File: src/rtl/game_pad_mmio.sv
// game_pad_mmio: memory-mapped controller for an NES-style 8-button serial pad.
// Scans the pad periodically over latch/clock/data and publishes a read-only
// button-state register and a write-1-to-clear sticky press-edge register.
// Optional feature macro: GAME_PAD_DEBOUNCE_EN (status bit changes only when
// two consecutive scans agree on it).
module game_pad_mmio #(
  parameter logic [15:0] POLL_DIV    = 16'd50000,
  parameter logic [15:0] HALF_PERIOD = 16'd300,
  parameter logic [15:0] STATE_ADDR  = 16'h03FF,
  parameter logic [15:0] EDGE_ADDR   = 16'h03FE
) (
  input  logic        clk,
  input  logic        reset,
  output logic        pad_latch,
  output logic        pad_clk,
  input  logic        pad_data,
  input  logic [15:0] addr,
  input  logic        write_en,
  input  logic [15:0] wr_data,
  output logic [15:0] rd_data,
  output logic        sel,
  output logic        sample_valid
);

  // Terminal counts for each timed phase; 17 bits so 2*HALF_PERIOD cannot overflow
  localparam logic [16:0] POLL_LAST  = 17'(POLL_DIV) - 17'd1;
  localparam logic [16:0] HALF_LAST  = 17'(HALF_PERIOD) - 17'd1;
  localparam logic [16:0] LATCH_LAST = {HALF_PERIOD, 1'b0} - 17'd1;

  typedef enum logic [2:0] {
    IDLE,
    LATCH,
    SHIFT_LO,
    SHIFT_HI,
    COMMIT
  } state_t;

  state_t      state;
  state_t      state_next;
  logic [16:0] cnt;
  logic [16:0] cnt_next;
  logic [2:0]  bit_idx;
  logic [2:0]  bit_next;
  logic        sample_now;
  logic        commit;

  logic        sync_ff1;
  logic        sync_ff2;
  logic        pad_bit;
  logic [7:0]  scan_byte;
  logic [7:0]  status;
  logic [7:0]  edges;
  logic [7:0]  new_status;
  logic [7:0]  clear_mask;
  logic [7:0]  edges_next;
  logic        state_hit;
  logic        edge_hit;
  logic        unused_wr_hi;

  assign pad_bit      = ~sync_ff2;
  assign state_hit    = (addr == STATE_ADDR);
  assign edge_hit     = (addr == EDGE_ADDR);
  assign unused_wr_hi = ^wr_data[15:8];

  // FSM state, phase counter and bit index registers
  always_ff @(posedge clk or negedge reset) begin
    if (!reset) begin
      state   <= IDLE;
      cnt     <= 17'd0;
      bit_idx <= 3'd0;
    end else begin
      state   <= state_next;
      cnt     <= cnt_next;
      bit_idx <= bit_next;
    end
  end

  // Next-state logic: each phase counts to its terminal value, then reloads
  always_comb begin
    state_next = state;
    cnt_next   = cnt + 17'd1;
    bit_next   = bit_idx;
    sample_now = 1'b0;
    commit     = 1'b0;
    case (state)
      IDLE: begin
        if (cnt == POLL_LAST) begin
          state_next = LATCH;
          cnt_next   = 17'd0;
          bit_next   = 3'd0;
        end
      end
      LATCH: begin
        if (cnt == LATCH_LAST) begin
          sample_now = 1'b1;
          state_next = SHIFT_LO;
          cnt_next   = 17'd0;
          bit_next   = 3'd1;
        end
      end
      SHIFT_LO: begin
        if (cnt == HALF_LAST) begin
          state_next = SHIFT_HI;
          cnt_next   = 17'd0;
        end
      end
      SHIFT_HI: begin
        if (cnt == HALF_LAST) begin
          sample_now = 1'b1;
          cnt_next   = 17'd0;
          if (bit_idx == 3'd7) begin
            state_next = COMMIT;
          end else begin
            state_next = SHIFT_LO;
            bit_next   = bit_idx + 3'd1;
          end
        end
      end
      COMMIT: begin
        commit     = 1'b1;
        state_next = IDLE;
        cnt_next   = 17'd0;
      end
      default: begin
        state_next = IDLE;
        cnt_next   = 17'd0;
      end
    endcase
  end

  // Two-flop synchronizer for the asynchronous pad data line (idles high)
  always_ff @(posedge clk or negedge reset) begin
    if (!reset) begin
      sync_ff1 <= 1'b1;
      sync_ff2 <= 1'b1;
    end else begin
      sync_ff1 <= pad_data;
      sync_ff2 <= sync_ff1;
    end
  end

  // Registered pad strobes decoded from the upcoming state so they are glitch-free
  always_ff @(posedge clk or negedge reset) begin
    if (!reset) begin
      pad_latch <= 1'b0;
      pad_clk   <= 1'b1;
    end else begin
      pad_latch <= (state_next == LATCH);
      pad_clk   <= (state_next != SHIFT_LO);
    end
  end

  // Capture each button bit at the end of its latch/high phase
  always_ff @(posedge clk or negedge reset) begin
    if (!reset) begin
      scan_byte <= 8'h00;
    end else if (sample_now) begin
      scan_byte[bit_idx] <= pad_bit;
    end
  end

`ifdef GAME_PAD_DEBOUNCE_EN
  logic [7:0] prev_scan;
  logic [7:0] stable;

  assign stable = ~(scan_byte ^ prev_scan);

  // Remember the previous scan so a bit must repeat before it reaches status
  always_ff @(posedge clk or negedge reset) begin
    if (!reset) begin
      prev_scan <= 8'h00;
    end else if (commit) begin
      prev_scan <= scan_byte;
    end
  end

  // Stable bits take the new scan, unstable bits hold their current status
  always_comb begin
    new_status = (scan_byte & stable) | (status & ~stable);
  end
`else
  // Status follows every scan directly
  always_comb begin
    new_status = scan_byte;
  end
`endif

  // Clear first, then OR in new presses so a same-cycle set wins
  always_comb begin
    clear_mask = (write_en && edge_hit) ? wr_data[7:0] : 8'h00;
    edges_next = edges & ~clear_mask;
    if (commit) begin
      edges_next = edges_next | (new_status & ~status);
    end
  end

  // Button status, sticky edges and the commit pulse
  always_ff @(posedge clk or negedge reset) begin
    if (!reset) begin
      status       <= 8'h00;
      edges        <= 8'h00;
      sample_valid <= 1'b0;
    end else begin
      edges        <= edges_next;
      sample_valid <= commit;
      if (commit) begin
        status <= new_status;
      end
    end
  end

  // One-cycle registered read port, matching synchronous RAM latency
  always_ff @(posedge clk or negedge reset) begin
    if (!reset) begin
      sel     <= 1'b0;
      rd_data <= 16'h0000;
    end else begin
      sel <= state_hit || edge_hit;
      if (state_hit) begin
        rd_data <= {8'h00, status};
      end else if (edge_hit) begin
        rd_data <= {8'h00, edges};
      end else begin
        rd_data <= 16'h0000;
      end
    end
  end

endmodule
File: config.mk
export PLATFORM = sky130hd
export DESIGN_NAME = game_pad_mmio
export DESIGN_NICKNAME = d
export VERILOG_FILES = /design/src/rtl/game_pad_mmio.sv
export SDC_FILE = /design/constraint.sdc
export NUM_CORES = 1
export LEC_CHECK = 0
export BUFFER_PORTS_ARGS = -buffer_cell sky130_fd_sc_hd__buf_2
export CAP_MARGIN = 30
export CELL_PAD_IN_SITES_DETAIL_PLACEMENT = 1
export CELL_PAD_IN_SITES_GLOBAL_PLACEMENT = 1
export CORE_MARGIN = 2
export CORE_UTILIZATION = 38
export DETAILED_ROUTE_END_ITERATION = 7
export GPL_TIMING_DRIVEN = 0
export PLACE_DENSITY = 0.74
export SYNTH_ARGS = -nofsm -noshare
export SYNTH_HDL_FRONTEND = slang
export SYNTH_SLANG_ARGS = --single-unit
export TNS_END_PERCENT = 100
File: constraint.sdc
create_clock -name clk -period 2.5 [get_ports clk]
set_clock_uncertainty 0.15 [all_clocks]
set_input_delay 0.25 -clock clk [delete_from_list [all_inputs] [get_ports clk]]
set_output_delay 0.25 -clock clk [all_outputs]
set_load 0.1 [all_outputs]
; ---- Word level (Yosys, flattened, before mapping)
; Cells that the tools add are included.
[classes]
mux = 26
n_bitwise = 6
n_addsub = 2
n_eq_ne = 16
n_lt_le_gt_ge = 2
n_reduce_logical = 7
[op_table]
columns = op, n
row1 = $mux W17, 3
row2 = $pmux W17 S3, 1
row3 = $eq A16 B10 Y1 const B, 2
row4 = $mux W3, 9
row5 = $mux W8, 3
row6 = $add A17 B1 Y17 const B, 1
row7 = $eq A17 B10 Y1 const B, 1
row8 = $eq A17 B16 Y1 const B, 1
row9 = $eq A17 B9 Y1 const B, 1
row10 = $and A8 B8 Y8, 2
row11 = $mux W16, 1
row12 = $not A8 Y8, 2
row13 = $pmux W3 S4, 1
row14 = $pmux W3 S3, 1
row15 = $bwmux W8, 1
row16 = $ne A2 B2 Y1 const B, 4
row17 = $or A8 B8 Y8, 1
row18 = $eq A3 B1 Y1 const B, 2
row19 = $eq A3 B2 Y1 const B, 2
row20 = $eq A3 B3 Y1 const B, 2
row21 = $reduce_and A5 Y1, 1
row22 = $lt A3 B4 Y1 const B, 1
row23 = $mux W1, 4
row24 = $add A3 B1 Y3 const B, 1
row25 = other kinds (10), 11
[word_totals]
output_inout_bits = 20
wordCells = 72
in_bits = 36
register_bits = 69

; ---- Logic depth before layout (Yosys ltp)
; Gate-level depths: netlist of run 1.
[depth]
word_depth = 7
ltp_mapped = 7

; ---- Worst setup path before layout of run 1
; OpenSTA, ideal clock, no wires.
[synth_timing]
path_kind = reg-to-reg
startpoint = register cnt[0]
endpoint = register cnt[16]
arrival_ps = 2287
stages_incl_launch_ff = 8
t_required_ps = 2231
path_buffers = 1
slack_ps = -56
setup_time_ps = 119
cell_sequence = dfrtp_1 > ha_1 > or3b_2 > or4_4 > or2_4 > a221oi_4 > buf_6 > nor2_1
[synth_between]
elab_chain_len = 3
elab_cells_between_ends = 8
classes_between = add/sub: 1 / eq/ne: 3 / mux: 4
[synth_rtl]
columns = item, line_no
row1 = from (decl), 40  ; logic [16:0] cnt;
row2 = from (signal assigned), 73  ; cnt <= cnt_next;
row3 = "$add A17 B1 Y17, or another cell as far along", 81  ; cnt_next = cnt + 17'd1;
row4 = $mux W17 (on tied branches), --
row5 = $pmux W17 S3 (*), 85  ; case (state)
row6 = net cnt_next[16], 41  ; logic [16:0] cnt_next;
; The timed path passes the listed nets; every way through them passes the cells marked *.
; A chain may end at the register's enable or synchronous reset.

; ---- Worst setup path in the final report of run 1
[layout_timing]
startpoint = register cnt[7]
endpoint = register cnt[0]
[layout_between]
elab_chain_len = 3
elab_cells_between_ends = 7
classes_between = eq/ne: 3 / mux: 4
[layout_rtl]
columns = item, line_no
row1 = "$eq A17 B9 Y1, or another cell as far along", "102, 108"
row2 = $mux W17 (on tied branches), --
row3 = $pmux W17 S3 (*), 85
row4 = net cnt_next[0], 41
; Marked as above.

==> out/qor.csv, run 1 <==
stage,metric,value,unit
synth,most used flip-flop cell after synthesis,sky130_fd_sc_hd__dfrtp_1,
sta,worst-margin pin slew,0.8638,ns
sta,Final Worst Setup Slack,-0.05827,ns
power,worst IR drop on VDD,0.0002454,V
worst_setup_path,Worst Setup Path Type,reg -> reg,
worst_setup_path,cell with the largest stage delay on the worst path,sky130_fd_sc_hd__or4_4,
die,area of the placeable core,7331,µm²
sta,highest attainable clock frequency,0.3909,GHz
worst_setup_path,delay of the slowest cell on the worst path,0.55,ns
synth,number of enable-type register cells in the synthesized netlist,0,
job,count of maximum capacitance violations,0,
clock_network,CTS max path bufs,2,
die,initial cell density of the core,39.55,%
power,Logic pwr share,5.7,%
route,router iterations before antenna repair,4,
route,Met2 Wirelength,3501,µm
clock_network,deepest level of the CTS H-tree,3,
worst_setup_path,startpoint kind of the worst setup timing path,flip-flop,
route,final routed DRC violation total,0,
clock_network,latest clock arrival within the worst-skew pair,0.35,ns
route,routed wire length,6843,µm
sta,setup total negative slack,-0.7974,ns
sta,headroom to the max-slew limit,42.29,%
layout,growth of design area from synthesis to finish,27.36,%
sta,setup violators final,17,
synth,async set-reset flop share out of synthesis,100.0,%
layout,proportion of layout cells with a drive suffix above 1,28.25,%
synth,cell area after synthesis,2899,µm²
worst_setup_path,logic depth of the worst register-to-register path,7,
global_route,antenna violations before repair,0,
clock_network,clock tree root buffer cell,sky130_fd_sc_hd__clkbuf_8,
worst_setup_path,CP top delay family,simple AND/OR/NAND/NOR gates,
die,standard-cell rows,31,
worst_setup_path,required time at the endpoint of the critical path,2.58,ns
worst_setup_path,ordered cell list for the critical path,or4_4 > or4_4 > or2_4 > a221oi_4 > buf_6 > buf_6 > nor2_1,
sta,Worst Hold Slack,0.03804,ns
outcome,failing checks,setup timing,
route,sum of routed wire segments on met1,2968,µm
power,Cell Int Power,1.588,mW
outcome,result of the run,finished with violations,
synth,instance count of the mapped netlist,282,
power,leakage,1.657,nW
worst_setup_path,"Buf+Inv Stages, Crit Path",2,
route,vias post-DR,2296,
worst_setup_path,"reg-to-reg slack, setup",-0.06,ns
global_route,largest net degree at the start of global routing,42,
route,vias per std cell,5.068,
placement,final weighted congestion in routability-driven placement,0.7600,
route,DRT antenna net count,0,
clock_network,clk sink count,61,
worst_setup_path,"critical path fanouts, max",5,
clock_network,clock-pin slew on the worst setup and hold paths,0.08,ns
placement,placement-stage worst setup slack,-0.3932,ns
route,wire length per cell after detailed routing,15.11,µm
power,clock group share of total power,46.9,%
power,power density cells,565.4,nW/µm²
route,Met3 Wirelength,257,µm
sta,post-layout min period,2.558,ns
route,number of DRC markers after the initial detailed-route iteration,79,
synth,count of synthesis-stage warnings from yosys,0,
sta,share of the clock period used by the worst path after layout,102.3,%
power,Switching Power,0.4997,mW
worst_setup_path,Worst Path Arrival,2.64,ns
worst_setup_path,startpoint of the worst register-to-register path,cnt[7]$_DFF_PN0_,
synth,sequential cell area fraction in the yosys report,52.78,%
placement,dpl hpwl,4568,µm
global_route,first-pass GRT wire length,11450,µm
synth,syn avg cell area,10.28,µm²
route,top routing layer in use,met4,
global_route,number of global-route vias before repair,2411,
die,die area,8344,µm²
min_path,hold-critical path endpoint,edges[2]$_DFF_PN0_,
sta,endpoints failing hold,0,
power,net switching fraction of the power,23.93,%
synth,Synth cell types,42,
worst_setup_path,sort of element at the end of the critical path,flip-flop,
sta,RSZ-0062 raised after global routing,true,
worst_setup_path,Reg2Reg Capture Point,cnt[0]$_DFF_PN0_,
synth,number of synthesized register bits,61,
die,Ports,56,
global_route,All-Layer GR Usage,17.52,%
placement,number of I/O port buffers,38,
layout,Antenna Cells,0,
global_route,"Remaining Overflow, GRT",0,
sta,max-slew violation count,0,
layout,final net count,388,
clock_network,TritonCTS clock tree,built,
die,Chip Height,91.35,µm
power,sequential cell fraction of total power,47.4,%
clock_network,Inserted Clock Buffers,9,
min_path,number of cells on the worst hold path,3,
min_path,Hold/Removal Path Class,in -> reg,
die,Die Width,91.35,µm
min_path,Min-Delay Startpoint,wr_data[2],
## per-layer routing
layer / vias up / GRT usage (%)
met4: 0 / 7.576
met1: 1150 / 20.84
met2: 41 / 30.43
li1: 1096 / -
met3: 9 / 3.817
met5: - / 0
## logic make-up after synthesis
group / Yosys count / synth area share (%)
AND/OR/NAND/NOR: 119 / 21.23
flip-flops: 61 / 52.78
buffers and inverters: 40 / 6.474
AO/OA/AOI/OAI: 27 / 8.028
multiplexers: 16 / 5.524
XOR/XNOR: 15 / 4.532
adder cells (fa/ha/maj): 3 / 1.295
other: 1 / 0.1294
## Yosys cell counts, types with 4 or more instances
cell / instances / area [µm²]
sky130_fd_sc_hd__xor2_1: 4 / 35.03
sky130_fd_sc_hd__nor4_1: 12 / 75.07
sky130_fd_sc_hd__xnor2_1: 11 / 96.34
sky130_fd_sc_hd__clkbuf_1: 8 / 30.03
sky130_fd_sc_hd__inv_1: 22 / 82.58
sky130_fd_sc_hd__nor3_1: 8 / 40.04
sky130_fd_sc_hd__nand2b_1: 4 / 25.02
sky130_fd_sc_hd__buf_4: 8 / 60.06
sky130_fd_sc_hd__nand3_1: 8 / 40.04
sky130_fd_sc_hd__nand2_1: 29 / 108.9
sky130_fd_sc_hd__nor2b_1: 4 / 25.02
sky130_fd_sc_hd__o21ai_0: 8 / 40.04
sky130_fd_sc_hd__and3_1: 5 / 31.28
sky130_fd_sc_hd__mux2i_1: 16 / 160.2
sky130_fd_sc_hd__nor2_1: 30 / 112.6
sky130_fd_sc_hd__a32o_1: 11 / 110.1
sky130_fd_sc_hd__dfrtp_1: 58 / 1451
## power by group through the flow
| stage | logic, mW | clock network, mW | registers [mW] |
|---|---|---|---|
| floorplan | 0.0712 | 0 | 1.01 |
| CTS | 0.120 | 1.00 | 0.990 |
| finish | 0.118 | 0.980 | 0.990 |
| global placement | 0.112 | 0 | 1.01 |
| global route | 0.127 | 1.05 | 0.989 |
| detailed placement | 0.117 | 0 | 1.01 |
## placed cells by master, fill, tap and decap left out, types with 2 or more instances in the layout
cell type,n
sky130_fd_sc_hd__a32o_1,11
sky130_fd_sc_hd__and3_1,5
sky130_fd_sc_hd__and4_1,2
sky130_fd_sc_hd__buf_2,39
sky130_fd_sc_hd__buf_4,16
sky130_fd_sc_hd__buf_6,3
sky130_fd_sc_hd__bufinv_16,2
sky130_fd_sc_hd__clkbuf_1,5
sky130_fd_sc_hd__clkbuf_8,9
sky130_fd_sc_hd__clkinvlp_4,2
sky130_fd_sc_hd__conb_1,8
sky130_fd_sc_hd__dfrtp_1,58
sky130_fd_sc_hd__dfstp_2,3
sky130_fd_sc_hd__dlygate4sd3_1,2
sky130_fd_sc_hd__ha_1,2
sky130_fd_sc_hd__inv_1,22
sky130_fd_sc_hd__inv_6,2
sky130_fd_sc_hd__mux2i_1,16
sky130_fd_sc_hd__nand2_1,29
sky130_fd_sc_hd__nand2b_1,4
sky130_fd_sc_hd__nand3_1,7
sky130_fd_sc_hd__nand3b_1,3
sky130_fd_sc_hd__nand4_1,2
sky130_fd_sc_hd__nor2_1,26
sky130_fd_sc_hd__nor2_2,3
sky130_fd_sc_hd__nor2b_1,4
sky130_fd_sc_hd__nor3_1,8
sky130_fd_sc_hd__nor3b_1,2
sky130_fd_sc_hd__nor4_1,4
sky130_fd_sc_hd__nor4_2,6
sky130_fd_sc_hd__nor4_4,2
sky130_fd_sc_hd__o21ai_0,8
sky130_fd_sc_hd__or4_4,2
sky130_fd_sc_hd__xnor2_1,11
sky130_fd_sc_hd__xor2_1,4
## stage by stage
stage               total power [mW]  area [µm²]  cells  util [%]
floorplan                      1.080        2930    289         -
global placement               1.120        3244    426     44.26
detailed placement             1.126        3264    427     44.53
CTS                            2.114        3635    452     49.58
global route                   2.164        3692    453     50.37
finish                         2.088        3692    453     50.37
## repair_timing
| action | in CTS | in global routing |
|---|---|---|
| hold buffers | 2 | 0 |
| pin swaps | 6 | 0 |
| setup buffers | 8 | 1 |
| gates cloned | 1 | 0 |
| setup endpoints to repair | 27 | 30 |
| resized for setup | 14 | 12 |
| endpoints found under the hold margin | 20 | 0 |
## layout make-up
| cell class | instances | area [µm²] |
|---|---|---|
| tap | 99 | 123.9 |
| inverter | 22 | 82.58 |
| buffer | 16 | 98.84 |
| sequential | 61 | 1530 |
| clock inverter | 7 | 97.59 |
| clock buffer | 9 | 123.9 |
| timing repair buffer | 51 | 312.8 |
| multi-input combinational | 188 | 1323 |
| fill | 839 | 3638 |
## state kept, by name, summed over array words and instances (netlist names), 3 cells and up
signal and count:
bit_idx 3, new_status 8, state 3, status 8, edges 8, rd_data 8, cnt 17
## worst max-delay path by stage
stage	startpoint	endpoint	slack, ns	cells past startpoint
after CTS	cnt[7]$_DFF_PN0_	cnt[0]$_DFF_PN0_	-0.05	7
after global placement	addr[10]	edges[5]$_DFF_PN0_	-0.28	6
final	cnt[7]$_DFF_PN0_	cnt[0]$_DFF_PN0_	-0.06	7
after detailed placement	addr[10]	edges[5]$_DFF_PN0_	-0.39	6
after global routing	cnt[7]$_DFF_PN0_	cnt[3]$_DFF_PN0_	-0.11	7
after floorplan	cnt[7]$_DFF_PN0_	cnt[16]$_DFF_PN0_	0.005	6
## worst min-delay path, stage by stage
cell	delay [ns]
sky130_fd_sc_hd__buf_2	0.10
sky130_fd_sc_hd__nand2_1	0.05
sky130_fd_sc_hd__a32o_1	0.11
Note: power is estimated with default switching activity, not from simulation.
==> run 2, diff against run 1 <==
--- a/config.mk
+++ b/config.mk
@@ -5,15 +5,17 @@
 export SDC_FILE = /design/constraint.sdc
 export NUM_CORES = 1
 export LEC_CHECK = 0
+export ABC_AREA = 1
 export BUFFER_PORTS_ARGS = -buffer_cell sky130_fd_sc_hd__buf_2
 export CAP_MARGIN = 30
 export CELL_PAD_IN_SITES_DETAIL_PLACEMENT = 1
 export CELL_PAD_IN_SITES_GLOBAL_PLACEMENT = 1
 export CORE_MARGIN = 2
-export CORE_UTILIZATION = 38
+export CORE_UTILIZATION = 37
 export DETAILED_ROUTE_END_ITERATION = 7
 export GPL_TIMING_DRIVEN = 0
-export PLACE_DENSITY = 0.74
+export PLACE_DENSITY = 0.75
+export RECOVER_POWER = 25
 export SYNTH_ARGS = -nofsm -noshare
 export SYNTH_HDL_FRONTEND = slang
 export SYNTH_SLANG_ARGS = --single-unit
==> run 2 against run 1 <==
Against the previous run: the run now ends clean; critical path depth up 3; total power down 9.8%; core utilization down 5.0 points; combinational power about the same; synthesized cell count up 41%; count of clock-buffer cells in the layout unchanged; routed wire length up 15%; flip-flop and latch count unchanged; sequential power about the same; clock power down 21%; register-to-register slack better by 0.53 ns; critical path type unchanged; critical endpoint is now cnt[15]$_DFF_PN0_; largest cell class unchanged; highest routed layer unchanged.
==> out/qor.csv, run 2 <==
stage,metric,value,unit,change
placement,number of I/O port buffers,39,,+2.6%
sta,setup total negative slack,0,ns,+0.7974 ns
power,worst IR drop on VDD,0.0002242,V,-8.6%
synth,number of synthesized register bits,61,,unchanged
worst_setup_path,sort of element at the end of the critical path,flip-flop,,
synth,number of enable-type register cells in the synthesized netlist,0,,unchanged
die,Die Width,97.01,µm,+6.2%
synth,async set-reset flop share out of synthesis,100.0,%,unchanged
sta,post-layout min period,2.031,ns,-0.5272 ns
global_route,first-pass GRT wire length,13770,µm,+20%
worst_setup_path,"reg-to-reg slack, setup",0.47,ns,+0.53 ns
die,Chip Height,97.01,µm,+6.2%
layout,"top library cells by usage in the layout, fill and taps aside","sky130_fd_sc_hd__nand2_1 (83), sky130_fd_sc_hd__dfrtp_1 (58), sky130_fd_sc_hd__nor2_1 (45)",,
route,router iterations before antenna repair,5,,+1
sta,headroom to the max-slew limit,49.44,%,+7.1 points
synth,cell area after synthesis,3201,µm²,+10%
die,standard-cell rows,33,,+6.5%
layout,sequential cell area,1530,µm²,unchanged
sta,max-slew violation count,0,,unchanged
layout,final net count,498,,+28%
route,final routed DRC violation total,0,,unchanged
worst_setup_path,startpoint kind of the worst setup timing path,flip-flop,,
worst_setup_path,Worst Path Arrival,2.11,ns,-0.53 ns
layout,most common library cell in the layout ignoring fill and taps,sky130_fd_sc_hd__nand2_1,,
global_route,largest net degree at the start of global routing,33,,-21%
layout,proportion of layout cells with a drive suffix above 1,22.84,%,-5.4 points
clock_network,clock tree root buffer cell,sky130_fd_sc_hd__clkbuf_8,,
clock_network,CTS max path bufs,2,,unchanged
worst_setup_path,"critical path fanouts, max",10,,+5
global_route,antenna violations before repair,0,,unchanged
global_route,number of global-route vias before repair,2880,,+19%
outcome,result of the run,"finished, final reports clean",,
synth,largest area contributor in the synthesized netlist,sky130_fd_sc_hd__dfrtp_1,,
worst_setup_path,Worst Setup Path Type,reg -> reg,,
power,leakage,1.850,nW,+12%
route,DRT antenna net count,0,,unchanged
clock_network,TritonCTS clock tree,built,,
route,vias post-DR,2788,,+21%
synth,area share of the largest cell type after synthesis,45.35,%,-4.7 points
layout,Largest Register,cnt,,
worst_setup_path,critical path endpoint,cnt[15]$_DFF_PN0_,,
route,routed wire length,7840,µm,+15%
synth,largest cells by area after synthesis,"sky130_fd_sc_hd__dfrtp_1 (45%), sky130_fd_sc_hd__nand2_1 (9.7%), sky130_fd_sc_hd__nand3_1 (5.8%), sky130_fd_sc_hd__o21ai_0 (5.3%), sky130_fd_sc_hd__nor2_1 (5.3%)",,
sta,Final Worst Setup Slack,0.4689,ns,+0.5272 ns
placement,placed cells,551,,+29%
route,wire length per cell after detailed routing,13.78,µm,-8.8%
sta,worst-margin pin slew,0.7585,ns,-0.1054 ns
route,vias per std cell,4.900,,-3.3%
synth,count of synthesis-stage warnings from yosys,0,,unchanged
global_route,All-Layer GR Usage,17.83,%,+0.31 points
layout,growth of design area from synthesis to finish,17.71,%,
die,area of the placeable core,8299,µm²,+13%
layout,area occupied by multi-input gates,1410,µm²,+6.6%
clock_network,clk sink count,61,,unchanged
synth,instance count of the mapped netlist,399,,+41%
clock_network,latest clock arrival within the worst-skew pair,0.34,ns,about the same
worst_setup_path,startpoint of the worst setup timing path,cnt[0]$_DFF_PN0_,,
placement,dpl hpwl,5868,µm,+28%
sta,endpoints failing hold,0,,unchanged
synth,most common library cells after synthesis,"sky130_fd_sc_hd__nand2_1 (83), sky130_fd_sc_hd__dfrtp_1 (58), sky130_fd_sc_hd__nor2_1 (45), sky130_fd_sc_hd__inv_1 (43), sky130_fd_sc_hd__nand3_1 (37)",,
worst_setup_path,required time at the endpoint of the critical path,2.58,ns,about the same
worst_setup_path,startpoint of the worst register-to-register path,cnt[0]$_DFF_PN0_,,
sta,RSZ-0062 raised after global routing,false,,
clock_network,clock-pin slew on the worst setup and hold paths,0.08,ns,about the same
clock_network,Post-CTS Setup Inserts,0,,-8
worst_setup_path,Reg2Reg Capture Point,cnt[15]$_DFF_PN0_,,
die,Ports,56,,unchanged
die,initial cell density of the core,38.56,%,-0.98 points
layout,Largest register FFs,17,,unchanged
synth,sequential cell area fraction in the yosys report,47.81,%,-5.0 points
die,die area,9410,µm²,+13%
sta,share of the clock period used by the worst path after layout,81.24,%,-21 points
sta,setup violators final,0,,-17
clock_network,number of hold buffers added after CTS,2,,unchanged
worst_setup_path,logic depth of the worst register-to-register path,10,,+3
job,count of maximum capacitance violations,0,,unchanged
min_path,Min-Delay Startpoint,wr_data[6],,
synth,Synth cell types,33,,-21%
layout,fill count,1050,,+25%
global_route,"Remaining Overflow, GRT",0,,unchanged
placement,placement-stage worst setup slack,0.5014,ns,+0.8946 ns
route,number of DRC markers after the initial detailed-route iteration,87,,+10%
layout,Antenna Cells,0,,unchanged
synth,library cell with the highest instance count after synthesis,sky130_fd_sc_hd__nand2_1,,
power,power density cells,499.9,nW/µm²,-12%
clock_network,deepest level of the CTS H-tree,3,,unchanged
min_path,Hold/Removal Path Class,in -> reg,,
sta,Worst Hold Slack,0.06906,ns,+0.03102 ns
placement,final weighted congestion in routability-driven placement,0.8847,,+16%
layout,non-filler cells in the finished layout,569,,+26%
clock_network,Post-CTS Resized,0,,-14
synth,syn avg cell area,8.021,µm²,-22%
sta,highest attainable clock frequency,0.4924,GHz,+26%
synth,most used flip-flop cell after synthesis,sky130_fd_sc_hd__dfrtp_1,,
clock_network,Inserted Clock Buffers,9,,unchanged
run 2: routing by layer:
layer  vias to the layer above  GRT usage, %  share of wire (%)
li1                       1395             -                  -
met2                        58         28.10                 45
met1                      1325         24.75                 49
met5                         -             0                  0
met4                         0         6.176                1.5
met3                        10         3.251                4.4
run 2: worst max-delay path, cell delays in order (launching register included):
cell and delay (ns):
sky130_fd_sc_hd__dfrtp_1 0.40, sky130_fd_sc_hd__ha_1 0.33, sky130_fd_sc_hd__nand3_2 0.15, sky130_fd_sc_hd__nor2_1 0.22, sky130_fd_sc_hd__nand3_1 0.12, sky130_fd_sc_hd__nand2_2 0.12, sky130_fd_sc_hd__nand2_4 0.08, sky130_fd_sc_hd__inv_6 0.12
sky130_fd_sc_hd__nand2_4 0.08, sky130_fd_sc_hd__nand2_1 0.10, sky130_fd_sc_hd__nor2_1 0.05
run 2: power by group:
| part | switching, mW | internal, mW | leakage, nW | total [mW] |
|---|---|---|---|---|
| Clock | 0.415 | 0.362 | 0.0856 | 0.777 |
| Sequential | 0.000401 | 0.989 | 0.786 | 0.990 |
| Combinational | 0.0856 | 0.0309 | 0.979 | 0.116 |
run 2: final cells by class:
class,instances,share of cell area (%)
flip-flops and latches,61,40.62
clock inverters,7,1.362
repair buffers,42,6.244
multi-input cells,281,37.43
well taps,105,3.487
plain buffers,13,2.358
clock buffers,9,3.288
inverters,51,5.214
run 2: worst min-delay path by stage:
| stage | cells past startpoint | slack [ns] | to |
|---|---|---|---|
| floorplan | 0 | -0.20 | bit_idx[0]$_DFFE_PN0P_ |
| global placement | 0 | 0.20 | sync_ff2$_DFF_PN1_ |
| detailed placement | 0 | 0.20 | sync_ff2$_DFF_PN1_ |
| CTS | 4 | 0.06 | edges[5]$_DFF_PN0_ |
| global route | 4 | 0.09 | edges[4]$_DFF_PN0_ |
| finish | 4 | 0.07 | edges[6]$_DFF_PN0_ |
run 2: metrics by stage:
step	utilization, %	power (mW)	area (µm²)
2_1_floorplan	-	1.077	3227
3_3_place_gp	42.82	1.119	3553
3_5_place_dp	43.06	1.124	3573
4_1_cts	45.41	1.920	3769
5_1_grt	45.39	1.970	3767
6_report	45.39	1.883	3767
run 2: cell families (layout without fill, tap and decap cells):
kind of cell,count (synthesis),in the layout,synth area share [%]
adders and majority gates,3,3,1.173
DFF,61,61,47.81
and+or+nand+nor,211,211,31.43
buffers and inverters,64,122,8.952
AOI/OAI and AO/OA,52,52,8.600
xor gates and xnor gates,7,7,1.916
other,1,8,0.1172
==> run 3, diff against run 2 <==
--- a/config.mk
+++ b/config.mk
@@ -5,16 +5,16 @@
 export SDC_FILE = /design/constraint.sdc
 export NUM_CORES = 1
 export LEC_CHECK = 0
-export ABC_AREA = 1
+export ABC_AREA = 0
 export BUFFER_PORTS_ARGS = -buffer_cell sky130_fd_sc_hd__buf_2
 export CAP_MARGIN = 30
 export CELL_PAD_IN_SITES_DETAIL_PLACEMENT = 1
 export CELL_PAD_IN_SITES_GLOBAL_PLACEMENT = 1
 export CORE_MARGIN = 2
-export CORE_UTILIZATION = 37
+export CORE_UTILIZATION = 42
 export DETAILED_ROUTE_END_ITERATION = 7
 export GPL_TIMING_DRIVEN = 0
-export PLACE_DENSITY = 0.75
+export PLACE_DENSITY = 0.78
 export RECOVER_POWER = 25
 export SYNTH_ARGS = -nofsm -noshare
 export SYNTH_HDL_FRONTEND = slang
==> constraint.sdc (replaced) <==
create_clock -name clk -period 1.9 [get_ports clk]
set_clock_uncertainty 0.15 [all_clocks]
set_input_delay 0.19 -clock clk [delete_from_list [all_inputs] [get_ports clk]]
set_output_delay 0.19 -clock clk [all_outputs]
set_load 0.1 [all_outputs]
==> run 3 against run 2 <==
Against the previous run: the flow now finishes with violations (setup timing); total power up 58%; final cell count down 19%; hold slack worse by 0.050 ns; combinational power up 46%; sequential share of layout area down 3.7 points; count of clock-buffer cells in the layout up 2; critical path depth down 3; register-to-register slack worse by 1.2 ns; fmax down 23%; first-iteration DRC count up 38%; critical path type unchanged; critical endpoint is now cnt[16]$_DFF_PN0_.
==> out/qor.csv, run 3 (synthesis results as in run 1) <==
stage,metric,value,unit,change
power,power density cells,715.6,nW/µm²,+43%
route,router iterations before antenna repair,4,,-1
global_route,All-Layer GR Usage,24.13,%,+6.3 points
clock_network,clock tree root buffer cell,sky130_fd_sc_hd__clkbuf_8,,
global_route,largest net degree at the start of global routing,42,,+27%
layout,final net count,413,,-17%
min_path,Min-Delay Startpoint,wr_data[7],,
layout,non-filler cells in the finished layout,459,,-19%
clock_network,clock-pin slew on the worst setup and hold paths,0.07,ns,about the same
min_path,Hold/Removal Path Class,in -> reg,,
layout,final core utilization,61.86,%,+16 points
route,vias post-DR,2491,,-11%
die,Ports,56,,unchanged
clock_network,CTS max path bufs,2,,unchanged
worst_setup_path,sort of element at the end of the critical path,flip-flop,,
sta,worst-margin pin slew,1.253,ns,+0.4943 ns
route,DRT antenna net count,0,,unchanged
die,area of the placeable core,6719,µm²,-19%
clock_network,clk sink count,61,,unchanged
sta,post-layout min period,2.641,ns,+0.6102 ns
die,Chip Height,87.08,µm,-10%
layout,Largest register FFs,17,,unchanged
route,vias per std cell,5.427,,+11%
layout,final standard cell area without fillers,4156,µm²,+10%
clock_network,Inserted Clock Buffers,9,,unchanged
worst_setup_path,Worst Setup Path Type,reg -> reg,,
outcome,failing checks,setup timing,,
route,wire length per cell after detailed routing,19.51,µm,+42%
outcome,result of the run,finished with violations,,
global_route,antenna violations before repair,0,,unchanged
global_route,"Remaining Overflow, GRT",0,,unchanged
placement,placed cells,408,,-26%
sta,highest attainable clock frequency,0.3786,GHz,-23%
sta,endpoints failing hold,0,,unchanged
sta,max-slew violation count,0,,unchanged
layout,"top library cells by usage in the layout, fill and taps aside","sky130_fd_sc_hd__dfrtp_1 (56), sky130_fd_sc_hd__buf_2 (37), sky130_fd_sc_hd__nand2_1 (29)",,
sta,headroom to the max-slew limit,16.48,%,-33 points
die,initial cell density of the core,43.15,%,+4.6 points
power,final total power,2.975,mW,+58%
worst_setup_path,"critical path fanouts, max",5,,-5
layout,growth of design area from synthesis to finish,43.38,%,
route,number of DRC markers after the initial detailed-route iteration,120,,+38%
global_route,number of global-route vias before repair,2648,,-8.1%
route,final routed DRC violation total,0,,unchanged
clock_network,deepest level of the CTS H-tree,3,,unchanged
route,routed wire length,8955,µm,+14%
layout,Antenna Cells,0,,unchanged
sta,Final Worst Setup Slack,-0.7413,ns,-1.210 ns
placement,placed cell areas,3308,µm²,-7.4%
placement,number of I/O port buffers,38,,-2.6%
global_route,first-pass GRT wire length,13410,µm,-2.7%
job,count of maximum capacitance violations,0,,unchanged
die,standard-cell rows,30,,-9.1%
power,worst IR drop on VDD,0.0007961,V,+260%
worst_setup_path,required time at the endpoint of the critical path,1.97,ns,-0.61 ns
clock_network,TritonCTS clock tree,built,,
worst_setup_path,Worst Path Arrival,2.71,ns,+0.60 ns
die,Die Width,87.08,µm,-10%
placement,final weighted congestion in routability-driven placement,0.8095,,-8.5%
clock_network,latest clock arrival within the worst-skew pair,0.35,ns,about the same
worst_setup_path,startpoint of the worst setup timing path,cnt[0]$_DFF_PN0_,,
layout,most common library cell in the layout ignoring fill and taps,sky130_fd_sc_hd__dfrtp_1,,
sta,setup violators final,33,,+33
layout,proportion of layout cells with a drive suffix above 1,36.94,%,+14 points
sta,RSZ-0062 raised after global routing,true,,
power,leakage,1.897,nW,+2.5%
die,die area,7583,µm²,-19%
placement,dpl hpwl,4584,µm,-22%
sta,setup total negative slack,-20.57,ns,-20.57 ns
worst_setup_path,startpoint kind of the worst setup timing path,flip-flop,,
sta,share of the clock period used by the worst path after layout,139.0,%,+58 points
layout,Largest Register,cnt,,
worst_setup_path,startpoint of the worst register-to-register path,cnt[0]$_DFF_PN0_,,
[run 3: metal layers]
metal	vias to the layer above	global-route usage, %	wire (µm)
met2	68	42.12	4580
met4	0	8.949	251
met3	18	6.161	385
met1	1264	28.53	3738
li1	1141	-	-
met5	-	0	0
[run 3: power by group]
group          internal, mW  switching (mW)  total (mW)
combinational        0.0532           0.116       0.169
sequential             1.30        0.000690        1.30
clock                 0.945           0.558        1.50
total                  2.30           0.674        2.97
[run 3: repair_timing]
item,CTS,global route
pin swaps,21,7
cloned,2,0
hold endpoints to repair,27,0
gates resized for setup,46,19
hold buffers,9,0
setup buffers,16,10
setup endpoints to repair,50,43
[run 3: per-stage QoR]
step	hold WS, ns	setup WS, ns
5_1_grt	0.02792	-0.7880
2_1_floorplan	-0.2556	-0.5854
4_1_cts	0.01298	-0.6820
3_3_place_gp	0.1456	-0.8409
6_report	0.01858	-0.7413
3_5_place_dp	0.05674	-0.8859
[run 3: critical path, stage by stage (launching register included)]
cell	delay, ns
sky130_fd_sc_hd__dfrtp_1	0.41
sky130_fd_sc_hd__ha_4	0.15
sky130_fd_sc_hd__or3b_4	0.37
sky130_fd_sc_hd__or4_4	0.52
sky130_fd_sc_hd__or2_4	0.27
sky130_fd_sc_hd__a221oi_4	0.39
sky130_fd_sc_hd__buf_6	0.21
sky130_fd_sc_hd__nor2_2	0.05
[run 3: worst paths after layout]
path                                 endpoint  slack (ns)  depth (start not counted)
hold reg to reg            sync_ff2$_DFF_PN1_        0.21                          0
setup reg to reg            cnt[16]$_DFF_PN0_       -0.74                          7
setup / recovery            cnt[16]$_DFF_PN0_       -0.74                          7
hold / removal             edges[7]$_DFF_PN0_        0.02                          3
min in group asynchronous    cnt[6]$_DFF_PN0_        0.48                          2
max in group asynchronous  sync_ff2$_DFF_PN1_        0.24                          3
[run 3: area by class of cell]
class | instances | area (µm²)
Multi-Input combinational cell | 188 | 1494
Fill cell | 737 | 2562
Sequential cell | 61 | 1533
Tap cell | 80 | 100.1
Clock buffer | 11 | 151.4
Timing Repair Buffer | 75 | 553.0
Buffer | 17 | 136.4
Clock inverter | 5 | 106.4
Inverter | 22 | 82.58
